## config.mk

```make
export PLATFORM = sky130hd
export DESIGN_NAME = fetch_unit
export DESIGN_NICKNAME = d
export VERILOG_FILES = /design/src/rtl/fetch_unit.sv
export SDC_FILE = /design/constraint.sdc
export NUM_CORES = 1
export LEC_CHECK = 0
export CAP_MARGIN = 20
export CORE_MARGIN = 10
export CORE_UTILIZATION = 54
export DETAILED_ROUTE_END_ITERATION = 7
export DONT_BUFFER_PORTS = 1
export GPL_ROUTABILITY_DRIVEN = 0
export HOLD_SLACK_MARGIN = 0.05
export PLACE_DENSITY = 0.8
export SYNTH_ARGS = -nofsm -noshare
export SYNTH_HDL_FRONTEND = slang
export SYNTH_SLANG_ARGS = --single-unit
```

## constraint.sdc

```tcl
create_clock -name clk_i -period 5.4 [get_ports clk_i]
set_clock_uncertainty 0.15 [all_clocks]
set_input_delay 0.27 -clock clk_i [delete_from_list [all_inputs] [get_ports clk_i]]
set_output_delay 0.27 -clock clk_i [all_outputs]
set_load 0.005 [all_outputs]
```

## src/rtl/fetch_unit.sv

```systemverilog
// Instruction fetch stage: PC, instruction-memory read, LDM opcode/immediate assembly, IF/ID regs.
// Optional reset-vector fetch from imem word 0 is enabled by defining FETCH_RESET_VEC_MEM_EN.
module fetch_unit #(
    parameter int unsigned     PC_W     = 16,
    parameter logic [PC_W-1:0] RESET_PC = '0
) (
    input  logic            clk_i,
    input  logic            rst_i,
    output logic [PC_W-1:0] imem_addr_o,
    input  logic [15:0]     imem_data_i,
    input  logic            pc_enable_i,
    input  logic            stall_i,
    input  logic            jump_taken_i,
    input  logic [PC_W-1:0] jump_target_i,
    output logic [15:0]     if_inst_o,
    output logic [15:0]     if_imm_o,
    output logic [PC_W-1:0] if_pc_next_o,
    output logic            if_valid_o
);

    localparam logic [15:0] Nop   = 16'h4000;
    localparam logic [4:0]  OpLdm = 5'b10001;

`ifdef FETCH_RESET_VEC_MEM_EN
    typedef enum logic [1:0] {StVec, StFetch, StImm} state_e;
    localparam state_e StReset = StVec;
`else
    typedef enum logic [1:0] {StFetch, StImm} state_e;
    localparam state_e StReset = StFetch;
`endif

    state_e          state_q;
    logic [PC_W-1:0] pc_q;
    logic [15:0]     hold_q;
    logic [15:0]     if_inst_q;
    logic [15:0]     if_imm_q;
    logic [PC_W-1:0] if_pc_next_q;
    logic            if_valid_q;

    logic            advance;
    logic            is_ldm;
    logic [PC_W-1:0] pc_inc;

    assign advance = ~stall_i & pc_enable_i;
    assign is_ldm  = (imem_data_i[15:11] == OpLdm);
    assign pc_inc  = pc_q + PC_W'(1);

`ifdef FETCH_RESET_VEC_MEM_EN
    // Zero-extend the vector word so any PC_W works.
    logic [PC_W+15:0] vec_ext;
    logic [PC_W-1:0]  vec_pc;
    assign vec_ext     = {{PC_W{1'b0}}, imem_data_i};
    assign vec_pc      = vec_ext[PC_W-1:0];
    assign imem_addr_o = (state_q == StVec) ? '0 : pc_q;
`else
    assign imem_addr_o = pc_q;
`endif

    always_ff @(posedge clk_i) begin
        if (rst_i) begin
            state_q      <= StReset;
            pc_q         <= RESET_PC;
            hold_q       <= '0;
            if_inst_q    <= Nop;
            if_imm_q     <= '0;
            if_pc_next_q <= '0;
            if_valid_q   <= 1'b0;
`ifdef FETCH_RESET_VEC_MEM_EN
        end else if (state_q == StVec) begin
            // Jumps are ignored until the vector has been loaded.
            if (advance) begin
                pc_q    <= vec_pc;
                state_q <= StFetch;
            end
`endif
        end else if (jump_taken_i) begin
            pc_q       <= jump_target_i;
            state_q    <= StFetch;
            hold_q     <= '0;
            if_inst_q  <= Nop;
            if_imm_q   <= '0;
            if_valid_q <= 1'b0;
        end else if (advance) begin
            pc_q <= pc_inc;
            case (state_q)
                StFetch: begin
                    if (is_ldm) begin
                        hold_q     <= imem_data_i;
                        state_q    <= StImm;
                        if_inst_q  <= Nop;
                        if_imm_q   <= '0;
                        if_valid_q <= 1'b0;
                    end else begin
                        if_inst_q    <= imem_data_i;
                        if_imm_q     <= '0;
                        if_pc_next_q <= pc_inc;
                        if_valid_q   <= 1'b1;
                    end
                end
                StImm: begin
                    if_inst_q    <= hold_q;
                    if_imm_q     <= imem_data_i;
                    if_pc_next_q <= pc_inc;
                    if_valid_q   <= 1'b1;
                    state_q      <= StFetch;
                end
                default: ;
            endcase
        end
    end

    assign if_inst_o    = if_inst_q;
    assign if_imm_o     = if_imm_q;
    assign if_pc_next_o = if_pc_next_q;
    assign if_valid_o   = if_valid_q;

endmodule

```

# After elaboration in Yosys (flattened, before gate mapping)
# Index checks and enable logic that the tools add are counted.
[word_totals]
reg_bits = 83
inputBits = 37
out_inout_bits = 65
word_cells = 34
[classes]
n_addsub = 1
n_eq_ne = 4
muxes = 11
n_bitwise = 3
n_reduce_logical = 8
[ops]
columns = ["cell", "n"]
rows = [
  ["$pmux W16 S2", 3],
  ["$mux W16", 4],
  ["$add A16 B1 Y16 const B", 1],
  ["$reduce_and A3 Y1", 2],
  ["$eq A5 B5 Y1 const B", 1],
  ["$ne A2 B2 Y1 const B", 2],
  ["$pmux W2 S2", 1],
  ["$reduce_and A4 Y1", 1],
  ["$reduce_bool A2 Y1", 2],
  ["$eq A2 B1 Y1 const B", 1],
  ["$logic_not A2 Y1", 1],
  ["$mux W2", 1],
  ["$not A1 Y1", 2],
  ["$pmux W1 S2", 1],
  ["$reduce_and A2 Y1", 1],
  ["$reduce_or A2 Y1", 1],
  ["$and A1 B1 Y1", 1],
  ["$mux W1", 1],
]

# Logic depth before layout (Yosys ltp)
# Gate-level depths: netlist of the first run.
[depth]
word_depth = 4
depth_mapped = 7
ltp_nobuf = 5

# Worst setup path after synthesis of the first run
# Ideal clock, no wire load.
[synth_timing]
kind = "flip-flop to flip-flop"
from = "register pc_q[1], in the netlist imem_addr_o[1]"
to = "register pc_q[4], in the netlist imem_addr_o[4]"
setup_ps = 72
t_arrival_ps = 1511
required_ps = 5178
setup_slack_ps = 3667
path_stages_with_launch = 6
period_less_slack_ps = 1733
cell_sequence = "dfxtp_1 > ha_1 > nand3_2 > or3_1 > a21o_1 > a21oi_1"
[synth_via]
elab_chain_len = 3
[synth_rtl]
columns = ["element", "line", "rtl"]
rows = [
  ["start: declaration", "33", "logic [PC_W-1:0] pc_q;"],
  ["start signal: assignment", "77", "pc_q <= jump_target_i;"],
  ["start signal: assignment", "84", "pc_q <= pc_inc;"],
  ["$add A16 B1 Y16", "46", "assign pc_inc = pc_q + PC_W'(1);"],
  ["$mux W16", "83", "end else if (advance) begin"],
  ["$mux W16", "76", "end else if (jump_taken_i) begin"],
]
# No other way between the ends. The select of a mux whose other input is x is not followed.
# A chain may end at the register's enable or synchronous reset.

# Worst setup path in the final report of the first run
[layout_timing]
from = "register pc_q[4], in the netlist imem_addr_o[4]"
to = "register if_pc_next_q[13], in the netlist if_pc_next_o[13]"
[layout_via]
elab_chain_len = 3
[layout_rtl]
columns = ["element", "line", "rtl"]
rows = [
  ["$add A16 B1 Y16 *", "46", ""],
  ["$mux W16", "87", "if (is_ldm) begin"],
  ["$pmux W16 S2 *", "85", "case (state_q)"],
  ["end signal: assignment", "96", "if_pc_next_q <= pc_inc;"],
  ["end signal: assignment", "103", "if_pc_next_q <= pc_inc;"],
  ["end: declaration", "37", "logic [PC_W-1:0] if_pc_next_q;"],
]
# Every way passes the cells marked *; elsewhere a longest branch is shown, timed or not. The select of a mux whose other input is x is not followed.

==> results of run 1 <==
[registers in the layout (all words and copies together) (netlist names)]
register,cells
hold_q,16
if_imm_o,16
if_inst_o,16
if_pc_next_o,16
if_valid_o,1
imem_addr_o,16
state_q,1
[per-stage QoR]
stage / utilization (%) / hold WS (ns) / cell area (sq um)
floorplan: - / 0.2614 / 3676
global placement: 54.19 / 0.1896 / 3641
detailed placement: 54.19 / 0.1911 / 3641
CTS: 62.55 / 0.06742 / 4203
global route: 63.37 / 0.07436 / 4258
finish: 63.37 / 0.07767 / 4258
[routing by layer]
metal / share of wire [%] / global-route usage (%) / vias up
li1: - / - / 1470
met1: 41 / 19.73 / 1405
met2: 49 / 28.31 / 93
met3: 9.8 / 7.373 / 8
met4: 0.70 / 5.640 / 0
met5: 0 / 0 / -
[final cells by class]
class,instances,area (sq um)
Antenna cell,1,2.502
Clock buffer,9,123.9
Clock inverter,7,67.56
Fill cell,523,2461
Inverter,18,67.56
Multi-Input combinational cell,273,1824
Sequential cell,82,1642
Tap cell,80,100.1
Timing Repair Buffer,40,430.4
[final timing paths]
path	from	end	cells past startpoint
min reg2reg	hold_q[15]	hold_q[15]	2
max	imem_addr_o[4]	if_pc_next_o[13]	5
min	jump_taken_i	imem_addr_o[13]	2
max reg2reg	imem_addr_o[4]	if_pc_next_o[13]	5
[synthesized netlist by cell type (2+ instances only)]
library cell | n | share of area, %
dfxtp_1 | 82 | 45
clkbuf_1 | 23 | 2.3
xor2_1 | 9 | 2.1
nand4_1 | 2 | 0.34
xnor2_1 | 16 | 3.8
nand2_1 | 27 | 2.8
a211oi_2 | 5 | 1.7
a21o_1 | 3 | 0.61
nor4_2 | 4 | 1.4
o21ai_0 | 4 | 0.54
nand3_1 | 21 | 2.9
nor3_1 | 8 | 1.1
and3_1 | 3 | 0.51
mux2i_1 | 17 | 4.6
nor4_4 | 3 | 1.7
nor2b_1 | 2 | 0.34
nand2b_1 | 2 | 0.34
buf_1 | 2 | 0.20
a211oi_1 | 13 | 2.7
or3_1 | 2 | 0.34
nor4_1 | 2 | 0.34
a221oi_1 | 13 | 3.1
nor2_1 | 47 | 4.8
inv_1 | 18 | 1.8
o21ai_1 | 10 | 1.4
o21a_1 | 9 | 1.8
a21oi_1 | 33 | 4.5
buf_2 | 11 | 1.5
[cells by family after synthesis]
| family | synth area share, % |
|---|---|
| flip-flops | 44.66 |
| buffers and inverters | 6.194 |
| adder cells (fa/ha/maj) | 0.3403 |
| multiplexers | 4.629 |
| AND/OR/NAND/NOR | 20.46 |
| AO/OA/AOI/OAI | 17.77 |
| XOR/XNOR | 5.956 |
[power by group through the flow]
stage / clock network (mW) / registers (mW) / logic [mW]
detailed placement: 0 / 0.665 / 0.0718
finish: 0.427 / 0.651 / 0.109
floorplan: 0 / 0.654 / 0.0731
global placement: 0 / 0.665 / 0.0695
global route: 0.467 / 0.654 / 0.120
CTS: 0.440 / 0.651 / 0.104
[repair_timing]
| action | CTS | global route |
|---|---|---|
| gates resized for setup | 0 | 0 |
| endpoints found under the setup margin | 0 | 0 |
| hold buffers | 36 | 1 |
| endpoints found under the hold margin | 73 | 3 |
[worst register-to-register path, cell delays in order, from the launching register on]
cell           delay [ns]
dfxtp_1              0.61
nand3_4              0.32
nor4_2               0.38
xnor2_1              0.12
a211oi_2             0.21
dlygate4sd3_1        0.55
==> run metrics, run 1 <==
status=completed; NetSw=0.3309 mW; critical path data required time=5.54 ns; Starting Density=54.71%; CP peak stage delay=0.61 ns; Initial DRT Pass Iterations=4; Worst-Skew Late Latency=0.34 ns; Critical-path top delay cell=dfxtp_1; Worst Setup Path Type=register to register; Main synth FF type=dfxtp_1; final hold vios=0; # DRC=0; crit end category=register; number of distinct library cells after synthesis=47; CP Max Fanout=13; commonest cells after routing, fill and taps aside=dfxtp_1 (82), nor2_1 (47), dlygate4sd3_1 (36), a21oi_1 (33), nand2_1 (27); clk sink count=82; Mapped Area=0.003676 sq mm; Mapped Avg Cell Area=8.966 sq um; Yosys reg bits=82; worst slew pin tran=1.089 ns; clock buffer depth=2; nature of the critical path startpoint=register; vias in the first global route=2834; r2r setup slk=3.01 ns; clock-pin slew on the worst setup and hold paths=0.09 ns; HPWL Detailed=6.099 mm; CTS Buf Count=9; Worst slew margin=27.15%; final slew viol count=0; H-tree levels=3; Total Power=1.187 mW; layout cells sized above 1=9.091%; largest net degree at the start of global routing=45; Post-CTS Setup Repair Bufs=0; maxcap violations=0; Seq/Total Area, Yosys=44.66%; syn nets=448; Worst path top cell family by delay=simple AND/OR/NAND/NOR gates; Final Setup Violations=0; crit path buf inv count=1; Vias=2976; P_leak=1.591 nW; Core Rows=30; DR WL/cell=18.11 microns; Comb pwr share=9.2%; Worst EP arrival=2.53 ns; Sequential Power Share=54.8%; chip height=102.5 microns; first-pass GRT wire length=14.45 mm; Setup WS pre-CTS=2.741 ns; Die X=102.5 microns; antenna-violating nets left=0; RSZ-0062 raised after global routing=false; Internal=0.8565 mW; core area=0.006719 sq mm; total die area=0.01051 sq mm; commonest non-fill, non-tap cell in the layout=dfxtp_1; pwr/cell area=278.9 mW/mm^2; initial antenna violation count=1; dpl cells=454; clock period minus worst slack=2.389 ns; setup TNS=0 ns; Final Cycle Share=44.24%; I/O pin cnt=102; Clk pwr share=36.0%; area grow syn2layout=15.83%; Overflow after GRT=0; post-synthesis async set-or-reset flop share=0%; VDD IR-drop max=0.2312 mV; Via density=5.835; initial DRC count=118; Ys Warns=0; GRT Overall Usage=17.23%; Max Freq=0.4186 GHz; Net Sw Frac=27.87%; Hold Path Class=primary input to register; clk root buf=clkbuf_8; Synth Instances=410; Post-Route WL=9.234 mm; Final Worst Setup Slack=3.011 ns; Buffers on Ports=0; CP cell instances=nand3_4, nor4_2, xnor2_1, a211oi_2, dlygate4sd3_1; CTS tree=yes; NumNets Final=462; Post-synth EDFFs=0; Final Non-Filler Cells=510
Note: power is estimated with default switching activity, not from simulation.
==> run 2: changes to the inputs <==
ABC_AREA = 1   (was default)
PLACE_DENSITY = 0.83   (was 0.8)
clock period = 2.05 ns   (was 5.4 ns; I/O delays follow)
==> run 2 against run 1 <==
  * Global-route usage grew 5.5 points
  * Design area grew 7.1%
  * Utilization grew 7.7 points
  * Die area shrank 1.7%
  * Sequential cell count is the same
  * Clock power grew to 3.3 times the previous value
  * Synthesized cell count grew 21%
  * Worst hold slack lost 0.075 ns
  * Sequential share of layout area shrank 2.5 points
  * Non-clock buffer count grew 38
  * Critical path type is now primary input to register
  * Largest power group unchanged
  * Wire length grew 37%
  * Final cell count grew 25%
==> run metrics, run 2 <==
vias in the first global route=3538 (+25%); reg-to-reg startpoint=imem_addr_o[2]; CP most frequent cell=dlygate4sd3_1; HPWL Detailed=7.250 mm (+19%); Worst EP arrival=2.17 ns (-0.36 ns); # DRC=0 (unchanged); hold path depth=4 (+2); RSZ-0062 raised after global routing=true; status=completed; Initial DRT Pass Iterations=5 (+1); Max Freq=0.4975 GHz; DP Area=0.003612 sq mm (-0.79%); maxcap violations=0 (unchanged); DR WL/cell=19.73 microns (+9.0%); I/O pin cnt=102 (unchanged); cell area after layout=0.004562 sq mm (+7.1%); adder-cell share of the synthesized area=0.3479% (+0.0076 points); total die area=0.01032 sq mm (-1.7%); core area=0.006422 sq mm (-4.4%); Post-Synth Simple-Gate Area=27.07% (+6.6 points); Worst slew margin=42.19% (+15 points); commonest cells in the synthesized netlist=nand2_1 (105), dfxtp_1 (82), a21oi_1 (68); antenna-violating nets left=0 (unchanged); fill count=451 (-14%); largest net degree at the start of global routing=34 (-24%); commonest non-fill, non-tap cell in the layout=nand2_1; P_leak=1.834 nW (+15%); CP peak stage delay=0.58 ns (-0.03 ns); CP cell instances=inv_1, nor2_4, dlygate4sd3_1, buf_4, nor2_2, buf_6, nand2_1, a31oi_1, dlygate4sd3_1; Hold Path Class=primary input to register; most common cell in the netlist=nand2_1; post-synthesis mux area share=0% (-4.6 points); CTS Buf Count=9 (unchanged); clock period minus worst slack=2.010 ns; number of distinct library cells after synthesis=30 (-36%); Post-synth EDFFs=0 (unchanged); layout cells sized above 1=9.236% (+0.15 points); first-pass GRT wire length=18.70 mm (+29%); Starting Density=55.99% (+1.3 points); Worst-Skew Late Latency=0.37 ns (+0.03 ns); Core Rows=29 (-3.3%); dpl cells=554 (+22%); r2r setup slk=0.07 ns (-2.94 ns); chip height=101.6 microns (-0.88%); crit end category=register; nature of the critical path startpoint=primary input; critical path data required time=2.21 ns (-3.33 ns); Final Non-Filler Cells=640 (+25%); post-synthesis async set-or-reset flop share=0% (unchanged); area leader, netlist=dfxtp_1; Hold EP=if_inst_o[4]; initial DRC count=465 (+290%); Seq/Total Area, Yosys=45.65% (+0.99 points); Final Cycle Share=98.06%; Via density=6.044 (+3.6%); H-tree levels=3 (unchanged); NumNets Final=596 (+29%); CTS tree=yes; Final Setup Violations=0 (unchanged); CP Max Fanout=15 (+2); Die X=101.6 microns (-0.88%); pwr/cell area=749.8 mW/mm^2 (+170%); Overflow after GRT=0 (unchanged); Main synth FF type=dfxtp_1; Critical-path top delay cell=dlygate4sd3_1; syn nets=535 (+19%); Synth Instances=497 (+21%); Total Power=3.420 mW (+190%); n_diodes=0 (-1); commonest cells after routing, fill and taps aside=nand2_1 (105), dfxtp_1 (81), a21oi_1 (68), dlygate4sd3_1 (59), nand3_1 (48); worst slew pin tran=0.8671 ns (-0.2221 ns); final hold vios=0 (unchanged); Register-to-Register Path Depth=5 (unchanged); Worst Setup Path Type=primary input to register; Ys Warns=0 (unchanged); Vias=3868 (+30%); GRT Overall Usage=22.71% (+5.5 points); clk sink count=82 (unchanged); Hold Path Origin=stall_i; area grow syn2layout=26.86%; Buffers on Ports=0 (unchanged); Synth area leaders=dfxtp_1 (46%), nand2_1 (11%), a21oi_1 (9.5%), nand3_1 (6.7%), o21ai_0 (5.3%); clock buffer depth=2 (unchanged); final slew viol count=0 (unchanged); VDD IR-drop max=0.3723 mV (+61%); xor and xnor area share after synthesis=1.705% (-4.3 points); Post-Route WL=12.63 mm (+37%); worst r2r dst=imem_addr_o[3]; Yosys top cell area share=45.65% (+0.99 points); Yosys reg bits=82 (unchanged); initial antenna violation count=0 (-1); largest family of logic cells by synthesized area=simple AND/OR/NAND/NOR gates; Synth Area in Compound Gates=17.22% (-0.54 points); Mapped Avg Cell Area=7.235 sq um (-19%); clk root buf=clkbuf_8; Mapped Area=0.003596 sq mm (-2.2%); clock-pin slew on the worst setup and hold paths=0.09 ns (about the same)
-- run 2: cell count changes in the layout (fill, tap and decap cells not counted), moves of 9 or more --
cell / change
o21a_1: -9
o21ai_0: +34
mux2i_1: -17
a211oi_1: -12
a221oi_1: -13
dlygate4sd3_1: +23
inv_1: +16
nand3_1: +27
a21oi_1: +35
buf_4: +13
nand2_1: +78
xnor2_1: -14
-- run 2: repair_timing --
action / CTS / global route
resized for setup: 0 / 10
endpoints found under the hold margin: 79 / 4
setup endpoints to repair: 0 / 29
hold buffers: 58 / 4
buffers inserted: 0 / 9
-- run 2: worst max-delay path, delay by kind of cell --
| family | cells | cell delay (ns) |
|---|---|---|
| and+or+nand+nor | 3 | 0.25 |
| AOI/OAI and AO/OA | 1 | 0.21 |
| buffers and inverters | 5 | 1.60 |
-- run 2: power by group --
| part | leakage, nW | total, mW | internal (mW) | switching (mW) |
|---|---|---|---|---|
| registers | 0.666 | 1.69 | 1.63 | 0.0532 |
| clock network | 0.115 | 1.39 | 0.737 | 0.654 |
| logic | 1.05 | 0.343 | 0.145 | 0.198 |
| total | 1.83 | 3.42 | 2.51 | 0.906 |
-- run 2: worst max path at each step --
stage                                from               end  depth (start not counted)
after CTS                 imem_data_i[14]   if_pc_next_o[3]                         10
after detailed placement   imem_addr_o[1]   imem_addr_o[14]                          8
after global routing       imem_addr_o[1]  if_pc_next_o[14]                         10
final                         pc_enable_i    imem_addr_o[3]                          9
after global placement     imem_addr_o[0]  if_pc_next_o[14]                         10
after floorplan            imem_addr_o[0]   imem_addr_o[14]                          8
-- run 2: metrics by stage --
step | TNS (ns) | hold WS, ns | util [%] | worst slack, ns
floorplan | 0 | 0.08741 | - | 0.5031
global placement | 0 | 0.02526 | 56.24 | 0.3863
detailed placement | 0 | 0.02738 | 56.24 | 0.3426
CTS | 0 | 0.05036 | 68.93 | 0.01270
global route | -0.04472 | 0.05761 | 71.03 | -0.04087
finish | 0 | 0.003165 | 71.03 | 0.03976
-- run 2: layout make-up --
| class | instances | area [sq um] | area share (%) |
|---|---|---|---|
| Clock inverter | 6 | 96.34 | 2.112 |
| Tap cell | 77 | 96.34 | 2.112 |
| Timing Repair Buffer | 78 | 748.2 | 16.40 |
| Clock buffer | 10 | 137.6 | 3.017 |
| Inverter | 38 | 150.1 | 3.291 |
| Multi-Input combinational cell | 349 | 1690 | 37.05 |
| Sequential cell | 82 | 1643 | 36.01 |
-- run 2: layer usage --
metal  global-route usage (%)  vias to the layer above  wire length [microns]
met2                    35.39                      246                   5747
met5                        0                        -                      0
li1                         -                     1767                      -
met1                    27.96                     1798                   4566
met3                    8.169                       57                   1828
met4                    9.021                        0                    485
-- run 2: cell families (layout without fill, tap and decap cells) --
logic type | after synthesis | in the layout
and+or+nand+nor | 221 | 221
AOI/OAI and AO/OA | 120 | 120
xor gates and xnor gates | 7 | 7
DFF | 82 | 82
adders and majority gates | 1 | 1
buffers and inverters | 66 | 132
==> run 3: changes to the inputs <==
--- a/config.mk
+++ b/config.mk
@@ -9,10 +9,10 @@
 export CAP_MARGIN = 20
 export CORE_MARGIN = 10
-export CORE_UTILIZATION = 54
+export CORE_UTILIZATION = 56
 export DETAILED_ROUTE_END_ITERATION = 7
 export DONT_BUFFER_PORTS = 1
 export GPL_ROUTABILITY_DRIVEN = 0
 export HOLD_SLACK_MARGIN = 0.05
-export PLACE_DENSITY = 0.83
+export PLACE_DENSITY = 0.85
 export SYNTH_ARGS = -nofsm -noshare
 export SYNTH_HDL_FRONTEND = slang
--- a/constraint.sdc
+++ b/constraint.sdc
@@ -3,3 +3,3 @@
 set_input_delay 0.1025 -clock clk_i [delete_from_list [all_inputs] [get_ports clk_i]]
 set_output_delay 0.1025 -clock clk_i [all_outputs]
-set_load 0.005 [all_outputs]
+set_load 0.1 [all_outputs]
==> run 3 against run 2 <==
  * Register-to-register slack better by 0.07 ns
  * Sequential power hardly changed
  * Via count is 6.1% higher
  * Total power is 4.5% higher
  * Wire length is 0.47% lower
  * Critical path depth is 4 lower
  * Non-clock buffer count is 35 higher
  * Count of clock-buffer cells in the layout is 1 lower
==> run metrics, run 3 (synthesized netlist as in run 2, its figures left out) <==
status=completed; largest net degree at the start of global routing=35 (+2.9%); I/O pin cnt=102 (unchanged); RSZ-0062 raised after global routing=false; CTS tree=yes; layout cells sized above 1=19.06% (+9.8 points); NumNets Final=631 (+5.9%); critical path data required time=2.20 ns (about the same); initial antenna violation count=0 (unchanged); crit end category=register; clock period minus worst slack=1.911 ns (-0.09958 ns); first-pass GRT wire length=19.73 mm (+5.5%); worst setup path endpoint=imem_addr_o[3]; clock buffer depth=2 (unchanged); final slew viol count=0 (unchanged); Final Setup Violations=0 (unchanged); Hold Path Class=primary input to register; worst r2r dst=imem_addr_o[3]; Worst Setup Path Type=register to register; vias in the first global route=3865 (+9.2%); area grow syn2layout=31.56%; Final Cycle Share=93.20% (-4.9 points); Initial DRT Pass Iterations=6 (+1); worst slew pin tran=0.6891 ns (-0.1780 ns); Post-CTS Setup Repair Bufs=0 (unchanged); chip height=100.1 microns (-1.4%); Core Rows=29 (unchanged); Worst Setup SP=imem_addr_o[3]; cell area after layout=0.004731 sq mm (+3.7%); CP Max Fanout=4 (-11); VDD IR-drop max=0.6121 mV (+64%); Vias=4103 (+6.1%); nature of the critical path startpoint=register; core area=0.006277 sq mm (-2.3%); Die X=100.1 microns (-1.4%); Starting Density=57.29% (+1.3 points); maxcap violations=0 (unchanged); r2r setup slk=0.14 ns (+0.07 ns); antenna-violating nets left=0 (unchanged); CTS Buf Count=9 (unchanged); initial DRC count=703 (+51%); GRT Overall Usage=23.89% (+1.2 points); # DRC=0 (unchanged); Worst EP arrival=2.06 ns (-0.11 ns); Worst slew margin=54.01% (+12 points); Via density=6.079 (+0.58%); clock-pin slew on the worst setup and hold paths=0.09 ns (about the same); clk root buf=clkbuf_8; clk sink count=82 (unchanged); commonest non-fill, non-tap cell in the layout=nand2_1; HPWL Detailed=7.588 mm (+4.7%); Overflow after GRT=0 (unchanged); Max Freq=0.5234 GHz (+5.2%); DR WL/cell=18.62 microns (-5.6%); DP Area=0.004091 sq mm (+13%); commonest cells after routing, fill and taps aside=nand2_1 (105), dfxtp_1 (71), buf_4 (70), a21oi_1 (68), nand3_1 (48); Register-to-Register Path Depth=5 (unchanged); reg-to-reg startpoint=imem_addr_o[3]; n_diodes=0 (unchanged); pwr/cell area=755.8 mW/mm^2 (+0.81%); H-tree levels=3 (unchanged); Post-Route WL=12.57 mm (-0.47%); final hold vios=0 (unchanged); P_leak=2.022 nW (+10%); total die area=0.01003 sq mm (-2.9%); Buffers on Ports=0 (unchanged); setup TNS=0 ns (unchanged); Worst-Skew Late Latency=0.36 ns (about the same)
[run 3: worst min path at each step]
| stage | start | endpoint | depth (start not counted) |
|---|---|---|---|
| floorplan | imem_data_i[0] | hold_q[0] | 2 |
| global placement | rst_i | imem_addr_o[0] | 1 |
| detailed placement | rst_i | imem_addr_o[1] | 1 |
| CTS | stall_i | if_imm_o[2] | 4 |
| global route | stall_i | if_imm_o[7] | 4 |
| finish | stall_i | if_imm_o[2] | 4 |
[run 3: stage by stage]
stage                     cells  power, mW  hold WS, ns  util, %  setup WS [ns]
after floorplan             497      2.162      0.08741        -        0.02049
after global placement      616      2.258      0.02059    65.18         0.4812
after detailed placement    616      2.268      0.02198    65.18         0.4116
after CTS                   674      3.528      0.08127    75.08        0.02206
after global routing        675      3.659      0.09614    75.36        0.04776
final                       675      3.576      0.08836    75.36         0.1393
[run 3: timing repair]
action | CTS | global route
gates resized for setup | 0 | 1
setup endpoints to repair | 0 | 3
endpoints found under the hold margin | 81 | 0
hold buffers | 42 | 0
[run 3: final cells by class]
type | instances | area, sq um
Multi-Input combinational cell | 349 | 1667
Sequential cell | 82 | 1655
Fill cell | 430 | 1546
Timing Repair Buffer | 113 | 963.4
Inverter | 38 | 147.6
Clock buffer | 9 | 123.9
Tap cell | 77 | 96.34
Clock inverter | 7 | 77.57
[run 3: where the power goes]
part | total [mW] | internal (mW) | switching [mW]
clock | 1.23 | 0.573 | 0.656
combinational | 0.675 | 0.169 | 0.505
sequential | 1.67 | 1.64 | 0.0368
[run 3: critical path: stages, from the launching register on]
cell,delay (ns)
dfxtp_2,0.34
buf_4,0.24
xnor2_1,0.34
nand2_1,0.09
a31oi_1,0.13
dlygate4sd3_1,0.56
[run 3: metal layers]
metal	part of all wire, %	GRT usage (%)	vias up
met2	46	36.75	313
met1	36	29.58	1858
met5	0	0	-
met3	13	8.242	97
li1	-	-	1835
met4	5.4	10.43	0
